`src/rtl/ex_div_seq.sv`:
```
// ex_div_seq: iterative RV32M DIV/DIVU/REM/REMU sequencer beside the execute stage
module ex_div_seq #(
    parameter int DATA_WIDTH = 32
) (
    input  logic                  clk,
    input  logic                  rst_n,
    input  logic                  start_i,
    input  logic [1:0]            op_i,
    input  logic [DATA_WIDTH-1:0] rs1_data_i,
    input  logic [DATA_WIDTH-1:0] rs2_data_i,
    input  logic                  flush_i,
    output logic                  stall_o,
    output logic                  busy_o,
    output logic                  done_o,
    output logic [DATA_WIDTH-1:0] result_o
);
    localparam int W  = DATA_WIDTH;
    localparam int CW = $clog2(DATA_WIDTH);

    typedef enum logic [1:0] {IDLE, CALC, FIX, DONE} state_t;

    state_t        state, state_n;
    logic [CW-1:0] count;
    logic          sel_rem, neg_q, neg_r;
    logic [W-1:0]  quo, rem, dvs;
    logic          go, sgn, div_zero, ovf, fast;
    logic [W-1:0]  a_abs, b_abs, fast_res, fix_res;
    logic [W:0]    trial;

    // operand preparation, fast-path detection and the per-iteration trial subtract
    always_comb begin
        go       = (state == IDLE) && start_i && !flush_i;
        sgn      = !op_i[0];
        div_zero = (rs2_data_i == '0);
        ovf      = sgn && (rs1_data_i == {1'b1, {(W-1){1'b0}}}) && (&rs2_data_i);
        fast     = div_zero || ovf;
        a_abs    = (sgn && rs1_data_i[W-1]) ? -rs1_data_i : rs1_data_i;
        b_abs    = (sgn && rs2_data_i[W-1]) ? -rs2_data_i : rs2_data_i;
        fast_res = div_zero ? (op_i[1] ? rs1_data_i : '1) : (op_i[1] ? '0 : rs1_data_i);
        trial    = {rem, quo[W-1]} - {1'b0, dvs};
        fix_res  = sel_rem ? (neg_r ? -rem : rem) : (neg_q ? -quo : quo);
    end

    // next-state and stall; flush wins in every state
    always_comb begin
        state_n = state;
        stall_o = go || (state == CALC) || (state == FIX);
        if (flush_i) begin
            state_n = IDLE;
        end else begin
            case (state)
                IDLE:    state_n = start_i ? (fast ? DONE : CALC) : IDLE;
                CALC:    state_n = (count == '0) ? FIX : CALC;
                FIX:     state_n = DONE;
                default: state_n = IDLE;
            endcase
        end
    end

    assign busy_o = (state != IDLE);

    // state register
    always_ff @(posedge clk or negedge rst_n) begin
        if (!rst_n) state <= IDLE;
        else        state <= state_n;
    end

    // datapath: latch operands, iterate restoring division, load result on FIX or fast path
    always_ff @(posedge clk or negedge rst_n) begin
        if (!rst_n) begin
            count    <= '0;
            sel_rem  <= 1'b0;
            neg_q    <= 1'b0;
            neg_r    <= 1'b0;
            quo      <= '0;
            rem      <= '0;
            dvs      <= '0;
            result_o <= '0;
            done_o   <= 1'b0;
        end else begin
            done_o <= (state_n == DONE);
            if (go) begin
                sel_rem <= op_i[1];
                neg_q   <= sgn && (rs1_data_i[W-1] ^ rs2_data_i[W-1]);
                neg_r   <= sgn && rs1_data_i[W-1];
                quo     <= a_abs;
                rem     <= '0;
                dvs     <= b_abs;
                count   <= CW'(W - 1);
                if (fast) result_o <= fast_res;
            end else if (state == CALC && !flush_i) begin
                count <= count - 1'b1;
                rem   <= trial[W] ? {rem[W-2:0], quo[W-1]} : trial[W-1:0];
                quo   <= {quo[W-2:0], !trial[W]};
            end else if (state == FIX && !flush_i) begin
                result_o <= fix_res;
            end
        end
    end
endmodule

```
`config.mk`:
```
export PLATFORM = sky130hd
export DESIGN_NAME = ex_div_seq
export DESIGN_NICKNAME = d
export VERILOG_FILES = /design/src/rtl/ex_div_seq.sv
export SDC_FILE = /design/constraint.sdc
export NUM_CORES = 1
export LEC_CHECK = 0
export ABC_AREA = 1
export CAP_MARGIN = 10
export CORE_ASPECT_RATIO = 0.7
export CORE_MARGIN = 1
export CORE_UTILIZATION = 50
export CTS_BUF_LIST = sky130_fd_sc_hd__clkbuf_2
export DETAILED_ROUTE_END_ITERATION = 16
export PLACE_DENSITY = 0.7
export REMOVE_ABC_BUFFERS = 1
export SLEW_MARGIN = 20
export SYNTH_ARGS = -nofsm -noshare
export SYNTH_HDL_FRONTEND = slang
export SYNTH_SLANG_ARGS = --single-unit
```
`constraint.sdc`:
```
create_clock -name clk -period 3.37 [get_ports clk]
set_clock_uncertainty 0.1 [all_clocks]
set_input_delay 0.674 -clock clk [delete_from_list [all_inputs] [get_ports clk]]
set_output_delay 0.674 -clock clk [all_outputs]
set_load 0.01 [all_outputs]
```
Word-level counts from Yosys, hierarchy flattened
Index checks and enable logic that the tools add are counted.
{ "totals": {"register_bits": 139, "out_inout_bits": 35, "wordCells": 70} }
{ "op_classes": {"mux": 24, "n_eq_ne": 6, "add_sub_neg": 6, "bitwise": 1, "n_reduce_logical": 23} }
{ "ops": {"columns": ["cell", "n"], "rows": [
  ["2-to-1 mux 32 bit", 17],
  ["negation 32 bit", 4],
  ["subtractor 33 x 32 -> 33 bit", 1],
  ["equality test 32 bit, second input constant", 1],
  ["zero test 32 bit", 1],
  ["AND reduction 32 bit", 1],
  ["2-to-1 mux 5 bit", 2],
  ["logical AND 1 bit", 9],
  ["2-to-1 mux 2 bit", 4],
  ["case mux 2 bit (3 select lines)", 1],
  ["nonzero test 2 bit", 3],
  ["zero test 5 bit", 1],
  ["subtractor 5 x 1 -> 5 bit, second input constant", 1],
  ["equality test 2 bit, second input constant", 2],
  ["zero test 1 bit", 3],
  ["logical OR 1 bit", 3],
  ["AND reduction 3 bit", 1],
  ["equality test 2 x 1 -> 1 bit, second input constant", 1],
  ["zero test 2 bit", 1],
  ["!= test 2 x 1 -> 1 bit, second input constant", 1],
  ["!= test 2 bit, second input constant", 1],
  ["bitwise XOR 1 bit", 1]
]} }

Depth between registers and ports, before layout
{ "depth": {"ltp_word": 9, "mapped_depth": 18, "ltp_nobuf": 17} }

Worst setup path before layout
Ideal clock, no wire load.
{ "synth_timing": {"kind": "in2out", "from": "input start_i", "to": "output stall_o", "t_required_ns": 2.596, "stages": 6, "path_buffers": 2, "t_arrival_ns": 1.616, "slack_ns": 0.980, "path_cell_list": "nand2_1 -> nor2_4 -> inv_2 -> clkbuf_1 -> clkbuf_1 -> nand3_1"} }
{ "synth_via": {"elab_chain_cells": 4} }
{ "synth_lines": {"columns": ["item", "line_no", "source"], "rows": [
  ["start: declaration", "7", "input logic start_i,"],
  ["logical AND 1 bit (2 in series)", "32", "go = (state == IDLE) && start_i && !flush_i;"],
  ["logical OR 1 bit (2 in series)", "47", "stall_o = go || (state == CALC) || (state == FIX);"],
  ["end: declaration", "12", "output logic stall_o,"]
]} }
Every way passes these cells.

Worst setup path after layout
{ "layout_timing": {"from": "register state[1]", "to": "output stall_o"} }
{ "layout_via": {"elab_chain_cells": 5, "elab_cells_between_ends": 7, "classes_between": "2 x eq/ne; 5 x reduce/logical"} }
{ "layout_lines": {"columns": ["item", "line_no", "source"], "rows": [
  ["start: declaration", "22", "state_t state, state_n;"],
  ["start signal: assignment", "65", "else state <= state_n;"],
  ["zero test 2 bit", "32", null],
  ["logical AND 1 bit (2 in series)", "32", null],
  ["logical OR 1 bit", "47", null],
  ["logical OR 1 bit *", "47", null]
]} }
Every way passes the cells marked *; elsewhere a longest branch is shown, timed or not.

==> flow_metrics.tcl <==
set metrics [dict create \
    finalInstanceArea_sq_um 15100 \
    drt-total-wl_mm 46.4 \
    clkLatencyLatePin_ns 0.84 \
    met2_usage_pct 46.9 \
    cts_buffers 17 \
    power.total_mw 6.97 \
    fillers 2754 \
    p_clk_share_pct 14.4 \
    drcViolationCount 0 \
    stdcell_count 2721 \
    setup_viol 0 \
    grt_pass1_wl_mm 72.7 \
    synthesis.area_sq_um 13500 \
    synth_cell_types 48 \
    arrival_ns 2.41 \
    ys_seq_area_share_pct 25.7 \
    dr.pass1.iters 8 \
    setup_ws_ns 0.187 \
    maxCapViolations 0 \
    cts_num_sinks 139 \
    die_y_um 140 \
    busiest_layer "met1" \
    yosys_warnings 0 \
    crit_fanout 3 \
    portBuffers 104 \
    placed_cell_area_sq_um 14900 \
    synthCells 2272 \
    wl_per_cell_um 17.1 \
    nets 2460 \
    setup_tns_ns 0 \
    h-tree-depth 4 \
    p_sw_mw 3.49 \
    p_int_mw 3.49 \
    async_flop_share_pct 100 \
    die-area_sq_um 27700 \
    grt_use_met1_pct 53.5 \
    ys.flop_type "dfrtp_1" \
    max_slew.worst_pin.slew_ns 1.16 \
    start_kind "flip-flop" \
    rrSetupSlack_ns 0.46 \
    rsz0062_at_grt "false" \
    outcome "completed" \
    reg2reg_depth 17 \
    post-place-ws_ns 0.258 \
    via_per_inst 5.53 \
    pwr_density_cell_nw_per_um2 461 \
    endpoint_kind "primary output" \
    p_comb_share_pct 54.3 \
    grt_pass1_vias 13104 \
    synthTopCellsByArea "dfrtp_1 (26%), nand2_1 (22%), nand3_1 (9.1%)" \
    clockBufferDepth 2 \
    clock.fmax_mhz 314 \
    critPathKind "reg2out" \
    syn_avg_cell_area_sq_um 5.95 \
    place.detailed.hpwl_mm 36.6 \
    core-area_sq_um 26100 \
    antenna_found_initial 2 \
    ant_nets 0 \
    die_x_um 199 \
    max_slew_margin_pct 22.5 \
    cts_setup_buffers 0 \
    drive_above_1_share_pct 5.76 \
    synth_area_leader_cell "dfrtp_1" \
    grt_usage_pct 34.0 \
    slew_violations 0 \
    grt.overflow.total 0 \
    cts_resized 0 \
    grt_use_met3_pct 7.54 \
    area_growth_pct 12.0 \
    period_share_pct 94.4 \
    path_clk_slew_ns 0.21 \
    p_leak_nw 8.10 \
    holdBufCountCts 1 \
    seq_power_share_pct 31.4 \
    cts_tree "done" \
    dp_cells 2687 \
    drtIter0Drc 1676 \
    cp.required_ns 2.60 \
    root_buffer "clkbuf_2" \
    yosys_register_bits 139 \
    hold_path.class "in2async" \
    num_vias 15035 \
    placementRows 49 \
    synth_enable_flop_cells 0 \
    gp_congestion 0.941 \
    swShare_pct 50.0 \
    grt_start_max_net_pins 93 \
    fin_crit_ns 3.18 \
    hold_violations 0 \
    synth_top_area_share_pct 25.7 \
    start_util_pct 51.8 \
    ir_drop_mv 0.303 \
    ioPinCount 105 \
]
[logic make-up (layout without fill, tap and decap cells)]
family                     after synthesis  in the layout  share of synthesized area, %
AOI/OAI and AO/OA                      266            266                          11.0
xor gates and xnor gates                48             48                          3.11
adders and majority gates               43             43                          3.98
buffers and inverters                  388            479                          11.6
DFF                                    139            139                          25.7
other                                    0              1                             0
and+or+nand+nor                       1388           1388                          44.7
[path summary, 6_finish.rpt]
check | start | to
min in group clk | rs2_data_i[0] | dvs[0]$_DFFE_PN0P_
worst max-delay path | state[1]$_DFF_PN0_ | stall_o
worst min register to register | result_o[13]$_DFFE_PN0P_ | result_o[13]$_DFFE_PN0P_
max in group asynchronous | rst_n | count[2]$_DFFE_PN0P_
worst max register to register | quo[31]$_DFFE_PN0P_ | rem[27]$_DFFE_PN0P_
worst min-delay path | rst_n | rem[7]$_DFFE_PN0P_
[flip-flops by register name, summed over array words and instances, names as in the netlist]
register and count:
dvs 32, quo 32, rem 32, result_o 32, count 5, state 2
done_o 1, neg_q 1, neg_r 1, sel_rem 1
[area by class of cell]
class | instances | area, sq um | share of cell area [%]
sequential | 139 | 3480 | 23.0
antenna | 1 | 2.50 | 0.0165
clock buffer | 17 | 85.1 | 0.562
inverter | 316 | 1190 | 7.83
timing repair buffer | 131 | 1320 | 8.74
multi-input combinational | 1745 | 8490 | 56.0
tap | 357 | 447 | 2.95
clock inverter | 15 | 133 | 0.876
[critical path, cell delays in order, from the launching register on]
cell	delay, ns
dfrtp_1	0.43
nor2_1	0.20
nand2_1	0.15
nor2_4	0.15
inv_2	0.06
nand3_1	0.07
clkdlybuf4s50_1	0.53
[Yosys cell counts, types with 3 or more instances]
cell,number
nand2_1,805
inv_1,309
nand3_1,247
nor2_1,208
dfrtp_1,139
o21ai_0,99
a21oi_1,87
clkbuf_1,45
ha_1,39
xor2_1,33
o21ai_1,27
nand4_1,23
nor3_1,18
o221ai_1,17
nand2_4,15
xnor2_1,15
nor2_2,14
nand2_2,13
nand3_2,13
buf_2,12
o211ai_1,11
o22ai_1,10
buf_6,9
nand3b_1,9
o21bai_1,7
nor2_4,6
inv_2,5
or2_2,5
and2_1,3
buf_4,3
maj3_1,3
[metrics by stage]
stage / hold slack [ns] / utilization [%]
2_1_floorplan: 0.278 / -
3_3_place_gp: 0.367 / 57.1
3_5_place_dp: 0.364 / 57.1
4_1_cts: 0.186 / 58.0
5_1_grt: 0.244 / 58.0
6_report: 0.207 / 58.0
[cells in the final DEF (no fill, tap or decap), types with 17 or more instances in the layout]
master,instances
nand2_1,805
inv_1,309
nand3_1,247
nor2_1,207
dfrtp_1,139
clkdlybuf4s50_1,103
o21ai_0,99
a21oi_1,87
ha_1,39
xor2_1,33
o21ai_1,27
nand4_1,23
buf_4,20
nor3_1,18
o221ai_1,17
clkbuf_2,17
[routing by layer]
metal	wire length, um	share of wire [%]
met5	23	0.050
met4	497	1.1
met3	4530	9.8
met2	18700	40
met1	22700	49
[power groups by stage]
stage	Clock, mW	Combinational (mW)	Sequential [mW]
5_1_grt	1.08	4.20	2.21
2_1_floorplan	0	2.47	2.16
6_report	1.00	3.79	2.19
3_3_place_gp	0	3.63	2.20
4_1_cts	1.02	3.70	2.18
3_5_place_dp	0	3.68	2.21
Power figures use the tool's default switching activity.
